==> src/rtl/vga_palette_pkg.sv <==
// Purpose: shared palette constants, host write record type, FSM states, default colour set.
// Latency: n/a (declarations and a pure function only).
// Backpressure: n/a.
package vga_palette_pkg;

  localparam int PAL_ENTRIES = 16;
  localparam int IDX_W       = 4;
  localparam int RGB_W       = 12;

  // One queued host write: palette slot plus {R,G,B} nibbles.
  typedef struct packed {
    logic [IDX_W-1:0] index;
    logic [RGB_W-1:0] rgb;
  } pal_wr_t;

  typedef enum logic {
    ST_LOAD = 1'b0,
    ST_IDLE = 1'b1
  } pal_state_t;

  // Standard 16-colour text-mode set, shared with the fixed palette.
  function automatic logic [RGB_W-1:0] default_rgb(input logic [IDX_W-1:0] idx);
    logic [RGB_W-1:0] c;
    case (idx)
      4'd0:    c = 12'h000;
      4'd1:    c = 12'h00A;
      4'd2:    c = 12'h0A0;
      4'd3:    c = 12'h0AA;
      4'd4:    c = 12'hA00;
      4'd5:    c = 12'hA0A;
      4'd6:    c = 12'hA50;
      4'd7:    c = 12'hAAA;
      4'd8:    c = 12'h555;
      4'd9:    c = 12'h55F;
      4'd10:   c = 12'h5F5;
      4'd11:   c = 12'h5FF;
      4'd12:   c = 12'hF55;
      4'd13:   c = 12'hF5F;
      4'd14:   c = 12'hFF5;
      default: c = 12'hFFF;
    endcase
    return c;
  endfunction

endpackage

==> src/rtl/palette_wr_fifo.sv <==
// Purpose: in-order queue of pending palette writes {index, rgb}.
// Latency: head shows the oldest entry combinationally from registered pointers; count is registered.
// Backpressure: none internally; the parent never pushes when full or pops when empty.
// Ports: clk, reset (sync, active-high), push + din, pop, head (oldest entry), count (occupancy).
module palette_wr_fifo
  import vga_palette_pkg::*;
#(
  parameter int DEPTH = 4
) (
  input  logic                   clk,
  input  logic                   reset,
  input  logic                   push,
  input  pal_wr_t                din,
  input  logic                   pop,
  output pal_wr_t                head,
  output logic [$clog2(DEPTH):0] count
);

  localparam int AW = $clog2(DEPTH);
  localparam int CW = AW + 1;

  pal_wr_t         mem [DEPTH];
  logic [AW-1:0]   wr_ptr;
  logic [AW-1:0]   rd_ptr;

  // Power-of-two depth lets the pointers wrap by plain overflow.
  always_ff @(posedge clk) begin
    if (reset) begin
      wr_ptr <= '0;
      rd_ptr <= '0;
      count  <= '0;
    end else begin
      if (push) wr_ptr <= wr_ptr + AW'(1);
      if (pop)  rd_ptr <= rd_ptr + AW'(1);
      case ({push, pop})
        2'b10:   count <= count + CW'(1);
        2'b01:   count <= count - CW'(1);
        default: count <= count;
      endcase
    end
  end

  always_ff @(posedge clk) begin
    if (push) mem[wr_ptr] <= din;
  end

  assign head = mem[rd_ptr];

endmodule

==> src/rtl/palette_ctrl.sv <==
// Purpose: writable 16-entry text palette; host writes queue and commit only in blanking; default loader.
// Latency: fg/bg to R/G/B 1 cycle; write accepted at T is visible to the lookup at T+2 at the earliest.
// Backpressure: wr_ready = registered occupancy below FIFO_DEPTH; independent of wr_valid.
// Ports: clk, reset; host wr_valid/wr_ready/wr_index/wr_rgb; load_defaults pulse; blank;
//        busy (default load running); pending (queued writes); fg/bg indices in; R/G/B {fg,bg} nibbles out.
module palette_ctrl
  import vga_palette_pkg::*;
#(
  parameter int FIFO_DEPTH = 4
) (
  input  logic                        clk,
  input  logic                        reset,
  input  logic                        wr_valid,
  output logic                        wr_ready,
  input  logic [IDX_W-1:0]            wr_index,
  input  logic [RGB_W-1:0]            wr_rgb,
  input  logic                        load_defaults,
  input  logic                        blank,
  output logic                        busy,
  output logic [$clog2(FIFO_DEPTH):0] pending,
  input  logic [IDX_W-1:0]            fg,
  input  logic [IDX_W-1:0]            bg,
  output logic [7:0]                  R,
  output logic [7:0]                  G,
  output logic [7:0]                  B
);

  localparam int CNT_W = $clog2(FIFO_DEPTH) + 1;

  pal_state_t       state, state_nxt;
  logic [IDX_W-1:0] idx, idx_nxt;
  logic             load_we;
  logic             push;
  logic             commit;
  pal_wr_t          din;
  pal_wr_t          head;
  logic [RGB_W-1:0] pal [PAL_ENTRIES];
  logic [RGB_W-1:0] pal_fg;
  logic [RGB_W-1:0] pal_bg;

  // ---------------- write queue ----------------
  assign wr_ready = (pending < CNT_W'(FIFO_DEPTH));
  assign push     = wr_valid && wr_ready;
  assign din      = '{index: wr_index, rgb: wr_rgb};
  assign commit   = (state == ST_IDLE) && blank && (pending != '0);

  palette_wr_fifo #(
    .DEPTH (FIFO_DEPTH)
  ) u_fifo (
    .clk   (clk),
    .reset (reset),
    .push  (push),
    .din   (din),
    .pop   (commit),
    .head  (head),
    .count (pending)
  );

  // ---------------- load sequencer ----------------
  always_ff @(posedge clk) begin
    if (reset) begin
      state <= ST_LOAD;
      idx   <= '0;
    end else begin
      state <= state_nxt;
      idx   <= idx_nxt;
    end
  end

  // load_defaults is only honoured from IDLE, so a pulse mid-load never restarts the count.
  always_comb begin
    state_nxt = state;
    idx_nxt   = idx;
    load_we   = 1'b0;
    case (state)
      ST_LOAD: begin
        load_we = 1'b1;
        idx_nxt = idx + IDX_W'(1);
        if (idx == IDX_W'(PAL_ENTRIES - 1)) state_nxt = ST_IDLE;
      end
      ST_IDLE: begin
        if (load_defaults) begin
          state_nxt = ST_LOAD;
          idx_nxt   = '0;
        end
      end
      default: begin
        state_nxt = ST_LOAD;
        idx_nxt   = '0;
      end
    endcase
  end

  assign busy = (state == ST_LOAD);

  // ---------------- palette storage ----------------
  // Loader and commit are mutually exclusive by state, so one write port suffices.
  always_ff @(posedge clk) begin
    if (load_we)     pal[idx]        <= default_rgb(idx);
    else if (commit) pal[head.index] <= head.rgb;
  end

  // ---------------- lookup ----------------
  // Reads the pre-edge palette, so a same-edge commit shows up one cycle later.
  assign pal_fg = pal[fg];
  assign pal_bg = pal[bg];

  always_ff @(posedge clk) begin
    if (reset || busy) begin
      R <= '0;
      G <= '0;
      B <= '0;
    end else begin
      R <= {pal_fg[11:8], pal_bg[11:8]};
      G <= {pal_fg[7:4],  pal_bg[7:4]};
      B <= {pal_fg[3:0],  pal_bg[3:0]};
    end
  end

endmodule

==> config.mk <==
export PLATFORM = sky130hd
export DESIGN_NAME = palette_ctrl
export DESIGN_NICKNAME = d
export VERILOG_FILES = /design/src/rtl/vga_palette_pkg.sv /design/src/rtl/palette_wr_fifo.sv /design/src/rtl/palette_ctrl.sv
export SDC_FILE = /design/constraint.sdc
export NUM_CORES = 1
export LEC_CHECK = 0
export ABC_CLOCK_PERIOD_IN_PS = 2260
export BUFFER_PORTS_ARGS = -buffer_cell sky130_fd_sc_hd__buf_2
export CELL_PAD_IN_SITES_DETAIL_PLACEMENT = 1
export CELL_PAD_IN_SITES_GLOBAL_PLACEMENT = 1
export CORE_UTILIZATION = 25
export CTS_CLUSTER_DIAMETER = 30
export DETAILED_ROUTE_END_ITERATION = 10
export PLACE_DENSITY_LB_ADDON = 0.1
export SETUP_SLACK_MARGIN = 0.02
export SYNTH_ARGS = -nofsm -noshare
export SYNTH_HDL_FRONTEND = slang
export SYNTH_SLANG_ARGS = --single-unit
==> constraint.sdc <==
create_clock -name clk -period 2.26 [get_ports clk]
set_input_delay 0 -clock clk [delete_from_list [all_inputs] [get_ports clk]]
set_output_delay 0 -clock clk [all_outputs]
set_load 0.01 [all_outputs]
# After elaboration in Yosys (flattened, before gate mapping)

Memory sizes are Yosys's and may differ from the RTL's. A register that Yosys moved wholly into a read port is not among the register bits.
Cells that the tools add are included.

Add/subtract/negate cells: 5
$lt $le $gt $ge: 1
Equal/unequal tests: 4
Multiplexer cells: 20
Bitwise operators: 1
Reduce and logical (&&, ||, !) cells: 7

Operator list:

| cell                                                                  | count |
|---|---|
| 12-bit 2-to-1 mux                                                     | 2 |
| 4-bit 2-to-1 mux                                                      | 4 |
| 12-bit OR reduction                                                   | 1 |
| 1-bit 2-to-1 mux                                                      | 9 |
| 4-bit one-hot mux with 2 select lines                                 | 1 |
| 3-bit one-hot mux with 2 select lines                                 | 1 |
| 2-bit by 1-bit adder with 2-bit output, second input constant         | 2 |
| 4-bit by 1-bit adder with 4-bit output, second input constant         | 1 |
| 4-bit equality test, second input constant                            | 1 |
| 2-bit 2-to-1 mux                                                      | 2 |
| 3-bit by 1-bit adder with 3-bit output, second input constant         | 1 |
| 1-bit logical AND                                                     | 3 |
| 3-bit less-than comparator, second input constant                     | 1 |
| 3-bit nonzero test                                                    | 1 |
| 3-bit by 1-bit subtractor with 3-bit output, second input constant    | 1 |
| 2-bit by 1-bit equality test with 1-bit output, second input constant | 1 |
| 2-bit equality test, second input constant                            | 1 |
| 2-bit != test, second input constant                                  | 1 |
| 1-bit one-hot mux with 2 select lines                                 | 1 |
| 2-bit nonzero test                                                    | 1 |
| 1-bit logical OR                                                      | 1 |
| 1-bit inverter                                                        | 1 |

Register bits: 12
Bits in writable memories: 256
Memory bits (read-only): 192
Input bits: 29
Output and inout port bits: 29
Word-level logic and storage cells: 46
Memories kept: 3

Memory list:

| memory           | words | width | read ports | clocked after memory_dff | wr ports | RTL line              | RTL |
|---|---|---|---|---|---|---|---|
| (name not given) | 16    | 12    | 1          | 1                        | 0        | vga_palette_pkg.sv:24 | `case (idx)` |
| pal              | 16    | 12    | 2          | 2                        | 1        | palette_ctrl.sv:37    | `logic [RGB_W-1:0] pal [PAL_ENTRIES];` |
| u_fifo.mem       | 4     | 16    | 1          | 1                        | 1        | palette_wr_fifo.sv:22 | `pal_wr_t mem [DEPTH];` |

# Longest topological paths before layout

Word-level depth: 7
Mapped depth: 10
Mapped depth without buffers: 8

# Cells and area by module

From an unflattened synthesis, not the netlist that was laid out.

Cell total of the unflattened synthesis: 723
Area total of the unflattened synthesis: 12882.4 µm²

Modules (own cells, without submodules):

| module          | times used | cells each | area each (µm²) | seq. area each (µm²) |
|---|---|---|---|---|
| palette_ctrl    | 1          | 594        | 10113.4         | 6446.2 |
| palette_wr_fifo | 1          | 129        | 2768.9          | 2102.0 |

# Least setup slack after synthesis

Ideal clock, no wire load.

Path kind: reg-to-reg
Start point: register (tool-made name)
End point: memory pal[1][0] (enable)
Setup time: 0.380 ns
Arrival: 1.914 ns
Data required time: 1.880 ns
Setup slack: -0.034 ns
Cell stages (with the launch flop): 6
Buffers on the path: 1
Period minus slack after synthesis: 2.294 ns
Cell sequence: dfxtp_1 > buf_2 > mux4_2 > nor3b_1 > a31oi_2 > nor2_1

RTL lines:

| what             | RTL line |
|---|---|
| end: declaration | palette_ctrl.sv:37 |

==> out/qor.yml <==
cts-root-buf: "clkbuf_16"
post_cts_buffers: 0
fin_area_mm2: 0.0175
synth_area_leader_cell: "edfxtp_1"
worstPathMaxFanout: 12
hold_violations: 0
ys_ff_latch: 299
slew_violations: 0
post_dp_cell_area_mm2: 0.0144
worst_setup_path_end_kind: "flop"
netlist.area_leader.share_pct: 59.6
rows: 82
rsz0062_at_grt: "false"
ys_top_cells_by_area: "edfxtp_1 (60%), mux4_2 (16%), dfxtp_1 (6.7%)"
clk-insertion-delay-late_ps: 590
max_slew_margin_pct: 43.5
final_nets: 922
grt_antenna_before_repair: 0
drt_iter0_markers: 430
wl_per_cell_um: 23.3
via_count: 7457
synth-simple-area-share_pct: 3.95
grt_max_degree: 31
whs_path_depth: 5
finalSetupViolCount: 0
grt_usage_pct: 14.8
synth_nets: 728
finalWorstSetupSlack_ps: 110
start_util_pct: 25.5
grt_pass1_vias: 8436
synth-edff-count: 256
drtPass1Iterations: 4
dieArea_mm2: 0.0525
syn_inst: 692
htreeDepth: 3
leakage_uw: 0.00617
hpwl_mm: 26.2
critPathArrivalTime_ps: 2430
synth_flop_cell: "edfxtp_1"
synth_area_mm2: 0.0129
post-place-ws_ps: 3.63
ys_warn_count: 0
worstMarginPinSlew_ps: 844
die_x_um: 229
syn_to_final_growth_pct: 35.7
synth_top_family_by_area: "multiplexers"
synthMuxAreaShare_pct: 21.6
worst_r2r_endpoint: "pal[13][3]"
power_density_mw_per_mm2: 1080
synth_compound_area_share_pct: 4.52
ir_drop_mv: 0.625
die_h_um: 229
startpoint_type: "flop"
r2r_slack_ps: 110
clkSinkCount: 299
reg2reg_depth: 5
hold_path.class: "in -> reg"
drive_above_1_share_pct: 38.4
multi_input_area_mm2: 0.00404
syn-mean-instance-area_um2: 18.6
max_freq_mhz: 465
path_class: "reg -> reg"
synthArstFlopShare_pct: 0
ff_latch_area_mm2: 0.00855
fin_worst_skew_ps: 22.1
grt_pass1_wl_mm: 56.1
diodes: 0
core_area_mm2: 0.0506
hold_start: "wr_valid"
setup_tns_ps: 0
status: "complete, no violations"
fin_crit_sh_pct: 95.1
io_buffers: 57
period_minus_slack_ps: 2150
routed_wl_mm: 37.8
drc: 0
synth_fa_ha_area_share_pct: 0.737
maxCapViolations: 0
io_pins: 58
gp_congestion: 0.743
fill_cells: 5044
cts.clk_slew.worst_paths_ps: 40
ant_nets: 0
synth-xor-area-share_pct: 0.339
cts_tree: "done"
yosysSeqAreaShare_pct: 66.2
gr-total-overflow: 0
clk_path_buf_depth: 3
viasPerCell: 4.58
cts_buffers: 84
cp.required_ps: 2540
ys_types: 46
holdPathEnd: "u_fifo.wr_ptr[0]"
## per-layer routing
| layer | vias up | track usage (%) | share of wire, % |
|---|---|---|---|
| met3 | 69 | 4.30 | 5.2 |
| met1 | 3909 | 18.7 | 44 |
| met4 | 0 | 5.13 | 2.5 |
| met2 | 192 | 24.1 | 48 |
| met5 | - | 0 | 0 |
| li1 | 3287 | - | - |
## state kept, by name (all words and copies together), names as in the netlist, named ones only
register,cells
u_fifo.wr_ptr,2
state,1
pal,192
R,8
B,8
G,8
u_fifo.mem,64
u_fifo.count,3
u_fifo.rd_ptr,2
idx,4
## worst max-delay path: stages (launching register included)
cell	delay, ps
dfxtp_2	400
mux4_2	570
nor3b_1	290
a31oi_2	130
nor2_1	250
buf_12	190
## where the power goes
part	leakage (uW)	switching (uW)	internal [uW]
registers	0.00259	69.5	6190
logic	0.00221	497	396
clock network	0.00136	3440	8240
## repair_timing
| item | 4_1_cts | 5_1_grt |
|---|---|---|
| resized for setup | 2 | 4 |
| endpoints found under the hold margin | 95 | 0 |
| setup endpoints to repair | 24 | 51 |
| hold buffers | 22 | 0 |
| gates cloned | 0 | 0 |
## cells in the final DEF (no fill, tap or decap), drive strengths merged, types with 18 or more instances in the layout
cell | netlist | final
clkbuf | 9 | 99
dfxtp | 43 | 43
nand2 | 33 | 33
nor2 | 33 | 33
clkinv | 0 | 30
mux2i | 49 | 49
inv | 14 | 18
buf | 32 | 127
mux4 | 100 | 100
edfxtp | 256 | 256
dlygate4sd3 | 0 | 22
## worst max-delay path by stage
| stage | from | end | slack, ps | depth (start not counted) |
|---|---|---|---|---|
| finish | flop | pal[13][3] | 110 | 5 |
| detailed placement | flop | pal[13][10] | 4 | 5 |
| global route | flop | pal[13][4] | 30 | 5 |
| floorplan | flop | pal[1][0] | -30 | 5 |
| global placement | flop | pal[1][3] | 70 | 5 |
| CTS | flop | pal[13][7] | 90 | 5 |
## synthesized netlist by cell type, drive strengths merged (8+ instances only)
cell type	number
edfxtp	256
mux4	100
mux2i	49
dfxtp	43
nand2	33
nor2	33
buf	32
a22oi	15
inv	14
and3	13
a221o	12
a22o	12
o22ai	12
clkbuf	9
and2	8
## per-stage QoR
step	power [uW]	hold slack (ps)	utilization, %	std cells
2_1_floorplan	6840	98.9	-	692
3_3_place_gp	7190	211	28.5	1450
3_5_place_dp	7230	220	28.5	1450
4_1_cts	19100	36.8	34.6	1627
5_1_grt	19500	106	34.6	1627
6_report	18800	65.3	34.6	1627
## final cells by class
type	count	share of cell area [%]
Clock inverter	56	3.46
Clock buffer	99	12.7
Inverter	14	0.300
Timing Repair Buffer	149	6.80
Tap cell	672	4.80
Multi-Input combinational cell	338	23.1
Sequential cell	299	48.8
## logic make-up (layout without fill, tap and decap cells)
kind of cell    Yosys count  after routing
flops                   299            299
compound gates           71             71
simple gates            106            106
fa+ha+maj                 7              7
xor+xnor                  5              5
mux                     149            149
buf+inv                  55            318
No activity file was read; power rests on OpenSTA's default activity.
